File: src/rtl/steer_quad_pkg.sv
// steer_quad_pkg: shared types, Gray phase helpers and parameter legality check
// for the multi-channel steering quadrature encoder.
package steer_quad_pkg;

    typedef enum logic [1:0] {IDLE = 2'd0, RUN_R = 2'd1, RUN_L = 2'd2} steer_dir_t;

    // Right-turn order is 00 -> 01 -> 11 -> 10 -> 00 on {A,B}.
    function automatic logic [1:0] gray_next(input logic [1:0] p);
        return p == 2'b00 ? 2'b01 : p == 2'b01 ? 2'b11 : p == 2'b11 ? 2'b10 : 2'b00;
    endfunction

    function automatic logic [1:0] gray_prev(input logic [1:0] p);
        return p == 2'b00 ? 2'b10 : p == 2'b10 ? 2'b11 : p == 2'b11 ? 2'b01 : 2'b00;
    endfunction

    function automatic bit params_ok(input int ch, input int dw, input int slow,
                                     input int fast, input int mn, input int dec);
        return ch >= 1 && ch <= 4 && dw >= 1 && dw < 31 &&
               slow < (1 << dw) && fast < (1 << dw) &&
               mn >= 1 && mn <= slow && mn <= fast && dec >= 0;
    endfunction

endpackage

File: src/rtl/steer_quad_multi_if.sv
// steer_quad_multi_if: request inputs and quadrature/strobe outputs of the
// steering encoder, sized by channel count.
interface steer_quad_multi_if #(parameter int CHANNELS = 2) ();
    logic                  rate_sel;
    logic [CHANNELS-1:0]   left;
    logic [CHANNELS-1:0]   right;
    logic [2*CHANNELS-1:0] steer;
    logic [CHANNELS-1:0]   step;
    modport master (output rate_sel, left, right, input steer, step);
    modport slave  (input rate_sel, left, right, output steer, step);
endinterface

File: src/rtl/steer_quad_chan.sv
// steer_quad_chan: one steering channel -- input register, direction FSM,
// accelerating step-period counter and Gray phase output.
module steer_quad_chan
    import steer_quad_pkg::*;
#(
    parameter int DIV_W         = 16,
    parameter int BASE_DIV_SLOW = 22500,
    parameter int BASE_DIV_FAST = 11250,
    parameter int MIN_DIV       = 5625,
    parameter int ACCEL_DEC     = 2048
) (
    input  logic       CLK,
    input  logic       reset,
    input  logic       rate_sel,
    input  logic       left,
    input  logic       right,
    output logic [1:0] steer,
    output logic       step
);
    logic             left_q, right_q;
    steer_dir_t       state_q, state_d, dir;
    logic [DIV_W-1:0] cnt_q, cnt_d, period_q, period_d;
    logic [DIV_W-1:0] base, cnt_e, period_e;
    logic [1:0]       phase_q, phase_d;
    logic             step_q, step_d, fire;
    int               sub;

    always_ff @(posedge CLK or posedge reset) begin
        if (reset) begin
            left_q   <= 1'b0;
            right_q  <= 1'b0;
            state_q  <= IDLE;
            cnt_q    <= '0;
            period_q <= DIV_W'(BASE_DIV_SLOW);
            phase_q  <= 2'b00;
            step_q   <= 1'b0;
        end else begin
            left_q   <= left;
            right_q  <= right;
            state_q  <= state_d;
            cnt_q    <= cnt_d;
            period_q <= period_d;
            phase_q  <= phase_d;
            step_q   <= step_d;
        end
    end

    always_comb begin
        dir     = (right_q && !left_q) ? RUN_R : (left_q && !right_q) ? RUN_L : IDLE;
        state_d = dir;
    end

    // A press or reversal restarts the run within the same cycle so the first step lands immediately.
    always_comb begin
        base     = rate_sel ? DIV_W'(BASE_DIV_FAST) : DIV_W'(BASE_DIV_SLOW);
        cnt_e    = (state_q != dir) ? '0 : cnt_q;
        period_e = (state_q != dir) ? base : period_q;
        fire     = (dir != IDLE) && (cnt_e == '0);
        sub      = int'(period_e) - ACCEL_DEC;
        cnt_d    = (dir == IDLE) ? '0 : fire ? period_e - 1'b1 : cnt_e - 1'b1;
        period_d = (dir == IDLE) ? base
                 : !fire ? period_e
                 : (sub > MIN_DIV) ? DIV_W'(sub) : DIV_W'(MIN_DIV);
        phase_d  = !fire ? phase_q : (dir == RUN_R) ? gray_next(phase_q) : gray_prev(phase_q);
        step_d   = fire;
    end

    assign steer = phase_q;
    assign step  = step_q;

endmodule

File: src/rtl/steer_quad_multi.sv
// steer_quad_multi: CHANNELS independent joystick-to-quadrature steering
// encoders; channel i drives steer[2i+1]=A, steer[2i]=B and step[i].
module steer_quad_multi
    import steer_quad_pkg::*;
#(
    parameter int CHANNELS      = 2,
    parameter int DIV_W         = 16,
    parameter int BASE_DIV_SLOW = 22500,
    parameter int BASE_DIV_FAST = 11250,
    parameter int MIN_DIV       = 5625,
    parameter int ACCEL_DEC     = 2048
) (
    input logic                CLK,
    input logic                reset,
    steer_quad_multi_if.slave  bus
);
    logic [2*CHANNELS-1:0] steer_w;
    logic [CHANNELS-1:0]   step_w;

    if (!params_ok(CHANNELS, DIV_W, BASE_DIV_SLOW, BASE_DIV_FAST, MIN_DIV, ACCEL_DEC)) begin : g_bad
        $error("steer_quad_multi: illegal parameter set");
    end

    for (genvar i = 0; i < CHANNELS; i++) begin : g_ch
        steer_quad_chan #(
            .DIV_W        (DIV_W),
            .BASE_DIV_SLOW(BASE_DIV_SLOW),
            .BASE_DIV_FAST(BASE_DIV_FAST),
            .MIN_DIV      (MIN_DIV),
            .ACCEL_DEC    (ACCEL_DEC)
        ) u_chan (
            .CLK     (CLK),
            .reset   (reset),
            .rate_sel(bus.rate_sel),
            .left    (bus.left[i]),
            .right   (bus.right[i]),
            .steer   (steer_w[2*i+1 -: 2]),
            .step    (step_w[i])
        );
    end

    assign bus.steer = steer_w;
    assign bus.step  = step_w;

endmodule

File: src/flat_wrapper.sv
// flat-port wrapper written by rule: the top's interface ports become plain ports
module steer_quad_multi_flat import steer_quad_pkg::*;
#(
    parameter int CHANNELS      = 2,
    parameter int DIV_W         = 16,
    parameter int BASE_DIV_SLOW = 22500,
    parameter int BASE_DIV_FAST = 11250,
    parameter int MIN_DIV       = 5625,
    parameter int ACCEL_DEC     = 2048
)
  (CLK, reset, bus_rate_sel, bus_left, bus_right, bus_steer, bus_step);
  steer_quad_multi_if #(.CHANNELS(CHANNELS)) bus_i ();
  input logic CLK;
  input logic reset;
  input wire logic [$bits(bus_i.rate_sel)-1:0] bus_rate_sel;
  input wire logic [$bits(bus_i.left)-1:0] bus_left;
  input wire logic [$bits(bus_i.right)-1:0] bus_right;
  output wire logic [$bits(bus_i.steer)-1:0] bus_steer;
  output wire logic [$bits(bus_i.step)-1:0] bus_step;
  assign bus_i.rate_sel = bus_rate_sel;
  assign bus_i.left = bus_left;
  assign bus_i.right = bus_right;
  assign bus_steer = bus_i.steer;
  assign bus_step = bus_i.step;
  steer_quad_multi #(.CHANNELS(CHANNELS), .DIV_W(DIV_W), .BASE_DIV_SLOW(BASE_DIV_SLOW), .BASE_DIV_FAST(BASE_DIV_FAST), .MIN_DIV(MIN_DIV), .ACCEL_DEC(ACCEL_DEC)) u_core (.CLK(CLK), .reset(reset), .bus(bus_i));
endmodule
File: config.mk
export PLATFORM = sky130hd
export DESIGN_NAME = steer_quad_multi_flat
export DESIGN_NICKNAME = d
export VERILOG_FILES = /design/src/rtl/steer_quad_pkg.sv /design/src/rtl/steer_quad_multi_if.sv /design/src/rtl/steer_quad_chan.sv /design/src/rtl/steer_quad_multi.sv /design/src/flat_wrapper.sv
export SDC_FILE = /design/constraint.sdc
export NUM_CORES = 1
export LEC_CHECK = 0
export ABC_AREA = 1
export BUFFER_PORTS_ARGS = -buffer_cell sky130_fd_sc_hd__buf_4
export CAP_MARGIN = 20
export CORE_ASPECT_RATIO = 0.6
export CORE_MARGIN = 1.5
export CORE_UTILIZATION = 53
export CTS_CLUSTER_SIZE = 14
export DETAILED_ROUTE_END_ITERATION = 7
export PLACE_DENSITY_LB_ADDON = 0.1
export SLEW_MARGIN = 10
export SYNTH_ARGS = -nofsm -noshare
export SYNTH_HDL_FRONTEND = slang
export SYNTH_SLANG_ARGS = --single-unit
File: constraint.sdc
create_clock -name CLK -period 6.71 [get_ports CLK]
set_input_delay 1.342 -clock CLK [delete_from_list [all_inputs] [get_ports CLK]]
set_output_delay 1.342 -clock CLK [all_outputs]
set_load 0.02 [all_outputs]
==> results.tsv, run 1 <==
stage	metric	value	unit
outcome	outcome	finished, final reports clean	
clocking	CTS resizes	0	
global_route	vias in the first global route	4357	
yosys	Seq cells post-synth	78	
timing	Hold Fails Final Rpt	0	
detailed_routing	Pre-antenna DRT Iters	6	
yosys	post-synth net total	740	
min_path	hold depth	2	
place	Port Buffers	12	
power_and_ir_drop	Switching Share	48.5	%
yosys	Mapped Avg Cell Area	7.15	sq um
floorplan	Die X	131	microns
clocking	Longest Clk Path Bufs	2	
timing	final setup vio count	0	
final_layout	share of cells above drive strength 1	14.4	%
clocking	clock sink total	78	
power_and_ir_drop	Pwr Density	465	nW/um^2
worst_setup_path	Reg2Reg Depth	14	
detailed_routing	WL/cell	15.3	microns
floorplan	I/O pins	13	
power_and_ir_drop	internal power component	1.33	mW
place	Final GP Congestion	0.969	
global_route	initial antenna violation count	0	
clocking	H-tree depth	3	
timing	unrepaired setup endpoints after global routing	false	
floorplan	Die ar.	10400	sq um
power_and_ir_drop	part of the power in combinational logic	53.8	%
floorplan	initial core utilization	55.6	%
final_layout	Final Util	59.7	%
clocking	clk root buf	clkbuf_16	
final_layout	FILL cells	862	
detailed_routing	Remaining DRCs	0	
final_layout	Layout area overhead	7.44	%
global_route	first-pass GRT wire length	21900	microns
clocking	post-CTS setup buffers	0	
timing	Layout Skew	5.84	ps
yosys	Netlist Area Pre-Place	5180	sq um
yosys	Post-Synthesis Cells	725	
final_layout	Diodes inserted	0	
floorplan	row count	27	
power_and_ir_drop	switching power	1.26	mW
place	pre-CTS WS	2670	ps
job	maximum capacitance violations	0	
clocking	clk slew on worst S/H paths	60	ps
yosys	synth unique cells	36	
power_and_ir_drop	static leakage	2.88	nW
timing	fin crit period	4180	ps
clocking	CTS tree	done	
worst_setup_path	crit-path max FO	24	
detailed_routing	Post-DRT Antenna Nets	0	
detailed_routing	Initial DRC Count	460	
power_and_ir_drop	clock group share of total power	20.6	%
timing	setup TNS	0	ps
yosys	Synth Warn #	0	
clocking	CTS Buf Count	9	
timing	final worst setup slack	2530	ps
global_route	GRT Util Overall	27.7	%
yosys	register area share after synthesis	38.1	%
floorplan	core box area	9320	sq um
worst_setup_path	critical path arrival	4460	ps
final_layout	Nets	732	
power_and_ir_drop	Peak supply drop	0.214	mV
timing	Tcrit/Tclk final	62.4	%
detailed_routing	WL final	13000	microns
clocking	cts hold-fix bufs	0	
worst_setup_path	kind of critical path	reg2reg	
worst_setup_path	CP startpoint kind	flip-flop	
timing	max-slew violations	0	
place	Post-DP HPWL	9380	microns
global_route	GRT overflow	0	
timing	Worst Max-Slew Pin Slew	895	ps
clocking	Clk Latency, worst-skew pair	350	ps
timing	Fmax	0.239	GHz
worst_setup_path	Worst Path Required	6990	ps
power_and_ir_drop	sequential power share	25.6	%
detailed_routing	DR vias/cell	5.56	
timing	Rel. slew slack	40.3	%
worst_setup_path	Critical Path Sink Type	flip-flop	
global_route	largest net degree at the start of global routing	79	
floorplan	Chip Height	79.6	microns
min_path	Hold Crit Class	reg2reg	
detailed_routing	via count	4735	
-- sequential cells by signal (all words and copies together) (netlist names) --
| name | cells |
|---|---|
| u_core.g_ch.u_chan.step | 2 |
| u_core.g_ch.u_chan.left_q | 2 |
| u_core.g_ch.u_chan.state_q | 4 |
| u_core.g_ch.u_chan.right_q | 2 |
| u_core.g_ch.u_chan.period_q | 32 |
| u_core.g_ch.u_chan.steer | 4 |
| u_core.g_ch.u_chan.cnt_q | 32 |
-- layout make-up --
type / count / area [sq um] / share of cell area [%]
timing repair buffer: 15 / 133 / 2.38
inverter: 79 / 298 / 5.35
clock inverter: 7 / 97.6 / 1.75
clock buffer: 9 / 225 / 4.05
sequential: 78 / 1970 / 35.5
tap: 130 / 163 / 2.92
multi-input combinational: 534 / 2680 / 48.1
-- power by group through the flow --
stage	Clock [mW]	Sequential (mW)	Combinational [mW]
CTS	0.544	0.661	1.35
global route	0.564	0.674	1.57
detailed placement	0	0.668	1.35
floorplan	0	0.665	1.11
finish	0.534	0.663	1.39
global placement	0	0.667	1.33
-- through the flow --
step | total power [mW] | area (sq um) | hold slack [ps] | std cells
after floorplan | 1.77 | 5180 | 509 | 725
after global placement | 1.99 | 5220 | 506 | 835
after detailed placement | 2.01 | 5220 | 525 | 835
after CTS | 2.56 | 5540 | 540 | 851
after global routing | 2.81 | 5570 | 590 | 852
final | 2.59 | 5570 | 535 | 852
-- path summary, 6_finish.rpt --
check                                                                 from                                          end  slack [ps]
worst max register to register      u_core.g_ch[0].u_chan.left_q$_DFF_PP0_    u_core.g_ch[0].u_chan.cnt_q[14]$_DFF_PP0_        2530
max in group asynchronous                                            reset  u_core.g_ch[0].u_chan.period_q[9]$_DFF_PP1_        5060
min in group asynchronous                                            reset     u_core.g_ch[1].u_chan.cnt_q[0]$_DFF_PP0_        1020
worst min-delay path            u_core.g_ch[1].u_chan.steer[1]$_DFFE_PP0N_   u_core.g_ch[1].u_chan.steer[1]$_DFFE_PP0N_         530
worst min register to register  u_core.g_ch[1].u_chan.steer[1]$_DFFE_PP0N_   u_core.g_ch[1].u_chan.steer[1]$_DFFE_PP0N_         530
worst max-delay path                u_core.g_ch[0].u_chan.left_q$_DFF_PP0_    u_core.g_ch[0].u_chan.cnt_q[14]$_DFF_PP0_        2530
-- per-layer routing --
layer	vias to the layer above	GRT usage, %	share of wire (%)
met2	189	35.4	37
li1	2323	-	-
met1	2212	43.5	53
met5	-	0	0
met3	11	9.25	9.4
met4	0	6.37	0.82
-- critical path, cell delays in order, from the launching register on --
cell     delay (ps)
dfrtp_1         350
inv_1            50
ha_1            460
inv_1           690
nand2_1         150
nor2_2          730
nand3_2         600
nor2_1          290
nor2_2           80
ha_1            250
nand3_4         140
nor2_2           70
nand3_1          90
nand2_1          60
nor2_1          110
-- cell usage after synthesis (all sizes together) --
cell type	n	area, sq um
nor2	95	445
buf	28	211
o21ai	47	254
nor3	11	60.1
xnor2	4	42.6
a21oi	28	140
nand2	239	942
a31oi	4	25.0
dfstp	18	473
clkbuf	6	22.5
nand3	36	248
a211oi	2	15.0
nand3b	3	22.5
ha	8	100
nand4	47	300
o211ai	3	22.5
inv	79	297
xor2	5	43.8
o31ai	2	15.0
dfrtp	60	1500
-- cells by family (layout without fill, tap and decap cells) --
family / after synthesis / in the layout / synth area share (%)
flip-flops: 78 / 78 / 38.1
XOR/XNOR: 9 / 9 / 1.67
AO/OA/AOI/OAI: 86 / 86 / 9.10
adder cells (fa/ha/maj): 8 / 8 / 1.93
AND/OR/NAND/NOR: 431 / 431 / 39.0
buffers and inverters: 113 / 110 / 10.2
-- placed cells by master, fill, tap and decap left out, types with 14 or more instances in the layout --
cell type	instances
nand4_1	46
a21oi_1	28
dfstp_2	18
nand3_1	30
buf_4	14
nor2_1	77
o21ai_0	27
dfrtp_1	60
inv_1	70
o21ai_1	15
nand2_1	225
(Power assumes the default switching activity.)
==> run 2, diff against run 1 <==
==> constraint.sdc (replaced) <==
create_clock -name CLK -period 3.83 [get_ports CLK]
set_input_delay 0.766 -clock CLK [delete_from_list [all_inputs] [get_ports CLK]]
set_output_delay 0.766 -clock CLK [all_outputs]
set_load 0.02 [all_outputs]
==> results.tsv, run 2 (synthesized netlist as in run 1, its figures left out) <==
stage	metric	value	unit	change
power_and_ir_drop	Peak supply drop	0.392	mV	was 0.214 mV
final_layout	FILL cells	919		was 862
worst_setup_path	cell repeated most along the worst path	nand2_1		was nor2_2
place	pre-CTS WS	422	ps	was 2670 ps
timing	Fmax	0.288	GHz	was 0.239 GHz
worst_setup_path	Top delay family on crit path	simple AND/OR/NAND/NOR gates		unchanged
worst_setup_path	CP startpoint kind	flip-flop		unchanged
final_layout	commonest non-fill, non-tap cell in the layout	nand2_1		unchanged
clocking	H-tree depth	3		unchanged
timing	max-slew violations	0		unchanged
worst_setup_path	Critical Path Sink Type	flip-flop		unchanged
floorplan	Die X	131	microns	unchanged
worst_setup_path	CP peak stage delay	680	ps	was 730 ps
global_route	largest net degree at the start of global routing	42		was 79
place	Final GP Congestion	0.942		was 0.969
place	Port Buffers	12		unchanged
worst_setup_path	CP Depth	15		was 14
floorplan	I/O pins	13		unchanged
detailed_routing	Remaining DRCs	0		unchanged
floorplan	Chip Height	79.6	microns	unchanged
global_route	first-pass GRT wire length	22700	microns	was 21900 microns
worst_setup_path	Reg2Reg Launch Point	u_core.g_ch[0].u_chan.left_q$_DFF_PP0_		unchanged
timing	unrepaired setup endpoints after global routing	false		unchanged
final_layout	multi-input logic area	2680	sq um	unchanged
detailed_routing	Top Layer Used	met4		unchanged
final_layout	most frequent cells in the layout	nand2_1, nor2_1, inv_1		unchanged
worst_setup_path	reg2reg end	u_core.g_ch[0].u_chan.cnt_q[14]$_DFF_PP0_		unchanged
detailed_routing	DR vias/cell	5.51		was 5.56
detailed_routing	met2 routed wirelength	4800	microns	about the same
timing	fin crit period	3470	ps	was 4180 ps
place	Post-DP HPWL	10100	microns	was 9380 microns
job	maximum capacitance violations	0		unchanged
timing	Worst Max-Slew Pin Slew	881	ps	was 895 ps
worst_setup_path	CP endpoint	u_core.g_ch[0].u_chan.cnt_q[14]$_DFF_PP0_		unchanged
worst_setup_path	critical path arrival	3730	ps	was 4460 ps
timing	Tcrit/Tclk final	90.5	%	was 62.4%
floorplan	row count	27		unchanged
floorplan	core box area	9320	sq um	unchanged
timing	final setup vio count	0		unchanged
worst_setup_path	crit-path cells	inv_1 > ha_1 > nand2_1 > nand2_2 > nor2_4 > o21ai_0 > nand2_1 > nor2_2 > nand4_1 > nand2_1 > ha_1 > nand3_4 > nor2_2 > a21oi_1 > nor2_1		was inv_1 > ha_1 > inv_1 > nand2_1 > nor2_2 > nand3_2 > nor2_1 > nor2_2 > ha_1 > nand3_4 > nor2_2 > nand3_1 > nand2_1 > nor2_1
detailed_routing	DR WL met3	1380	microns	was 1230 microns
worst_setup_path	register-to-register setup slack	360	ps	was 2530 ps
detailed_routing	Initial DRC Count	487		was 460
global_route	vias in the first global route	4486		was 4357
power_and_ir_drop	Pwr Density	804	nW/um^2	was 465 nW/um^2
clocking	cts hold-fix bufs	0		unchanged
global_route	GRT overflow	0		unchanged
detailed_routing	WL/cell	15.6	microns	was 15.3 microns
final_layout	Regs by FF count	u_core.g_ch.u_chan.cnt_q: 32 flops, u_core.g_ch.u_chan.period_q: 32 flops		unchanged
worst_setup_path	critical path buffer and inverter count	1		was 2
timing	setup TNS	0	ps	unchanged
clocking	clk slew on worst S/H paths	60	ps	about the same
global_route	GRT Util Overall	29.0	%	was 27.7%
clocking	CTS Buf Count	9		unchanged
timing	Layout Skew	6.49	ps	was 5.84 ps
clocking	CTS resizes	0		unchanged
clocking	clock sink total	78		unchanged
worst_setup_path	Reg2Reg Depth	15		was 14
detailed_routing	Post-DRT Antenna Nets	0		unchanged
timing	Hold Fails Final Rpt	0		unchanged
floorplan	initial core utilization	55.6	%	unchanged
detailed_routing	WL final	13400	microns	was 13000 microns
final_layout	Nets	739		was 732
worst_setup_path	slowest CP cell	nor2_2		unchanged
detailed_routing	Pre-antenna DRT Iters	5		was 6
detailed_routing	WL met1	7010	microns	was 6880 microns
worst_setup_path	kind of critical path	reg2reg		unchanged
clocking	CTS tree	done		unchanged
clocking	Clk Latency, worst-skew pair	340	ps	was 350 ps
clocking	post-CTS setup buffers	0		unchanged
final_layout	Layout area overhead	7.68	%	was 7.44%
final_layout	share of cells above drive strength 1	15.1	%	was 14.4%
final_layout	register area	1970	sq um	unchanged
power_and_ir_drop	total power	4.48	mW	was 2.59 mW
floorplan	Die ar.	10400	sq um	unchanged
worst_setup_path	Worst Path Required	4090	ps	was 6990 ps
clocking	clk root buf	clkbuf_16		unchanged
global_route	initial antenna violation count	0		unchanged
final_layout	Final Cell Area	5580	sq um	was 5570 sq um
min_path	Hold Crit Class	in2async		was reg2reg
detailed_routing	via count	4734		was 4735
timing	Rel. slew slack	41.2	%	was 40.3%
place	placed instance area	5280	sq um	was 5220 sq um
final_layout	Diodes inserted	0		unchanged
power_and_ir_drop	static leakage	2.89	nW	was 2.88 nW
clocking	Longest Clk Path Bufs	2		unchanged
worst_setup_path	crit path launch	u_core.g_ch[0].u_chan.left_q$_DFF_PP0_		unchanged
worst_setup_path	crit-path max FO	26		was 24
timing	final worst setup slack	363	ps	was 2530 ps
outcome	outcome	finished, final reports clean		unchanged
==> run 2: cell count changes in the layout (fill, tap and decap cells not counted), sizes merged <==
cell | previous run | this run
buf | 15 | 22
bufinv | 2 | 1
clkinv | 3 | 1
clkbuf | 9 | 11
clkinvlp | 2 | 4
inv | 79 | 78
==> run 2: area by class of cell <==
class | instances | share of cell area [%]
Multi-Input combinational cell | 534 | 48.0
Sequential cell | 78 | 35.4
Inverter | 79 | 5.34
Clock buffer | 11 | 4.35
Timing Repair Buffer | 22 | 2.96
Tap cell | 130 | 2.92
Clock inverter | 5 | 1.08
==> run 2: worst register-to-register path: cells and delay by family (launching register included) <==
kind,cells,cell delay [ps]
flops,1,380
compound gates,2,230
fa+ha+maj,2,550
buf+inv,1,60
simple gates,10,2160
==> run 2: power by group <==
part	switching, mW	internal, mW
clock network	0.351	0.523
logic	1.70	0.733
registers	0.125	1.05
==> run 2: how the worst min path moves through the flow <==
stage	startpoint	end	slack, ps	cells after the start
after floorplan	u_core.g_ch[1].u_chan.period_q[15]$_DFF_PP0_	u_core.g_ch[1].u_chan.period_q[15]$_DFF_PP0_	510	2
after global placement	u_core.g_ch[0].u_chan.steer[0]$_DFFE_PP0N_	u_core.g_ch[0].u_chan.steer[0]$_DFFE_PP0N_	520	2
after detailed placement	u_core.g_ch[1].u_chan.steer[1]$_DFFE_PP0N_	u_core.g_ch[1].u_chan.steer[1]$_DFFE_PP0N_	520	2
after CTS	bus_left[0]	u_core.g_ch[0].u_chan.left_q$_DFF_PP0_	510	1
after global routing	bus_left[0]	u_core.g_ch[0].u_chan.left_q$_DFF_PP0_	520	1
final	reset	u_core.g_ch[0].u_chan.step$_DFF_PP0_	510	2
==> run 2: stage by stage <==
stage | hold slack (ps) | util (%) | instances
2_1_floorplan | 509 | - | 725
3_3_place_gp | 517 | 56.6 | 843
3_5_place_dp | 518 | 56.6 | 843
4_1_cts | 511 | 59.8 | 859
5_1_grt | 516 | 59.8 | 859
6_report | 510 | 59.8 | 859
==> run 2: routing by layer <==
metal / global-route usage [%] / up-vias
met5: 0 / -
li1: - / 2349
met2: 36.6 / 192
met4: 7.80 / 0
met3: 9.25 / 21
met1: 45.9 / 2172
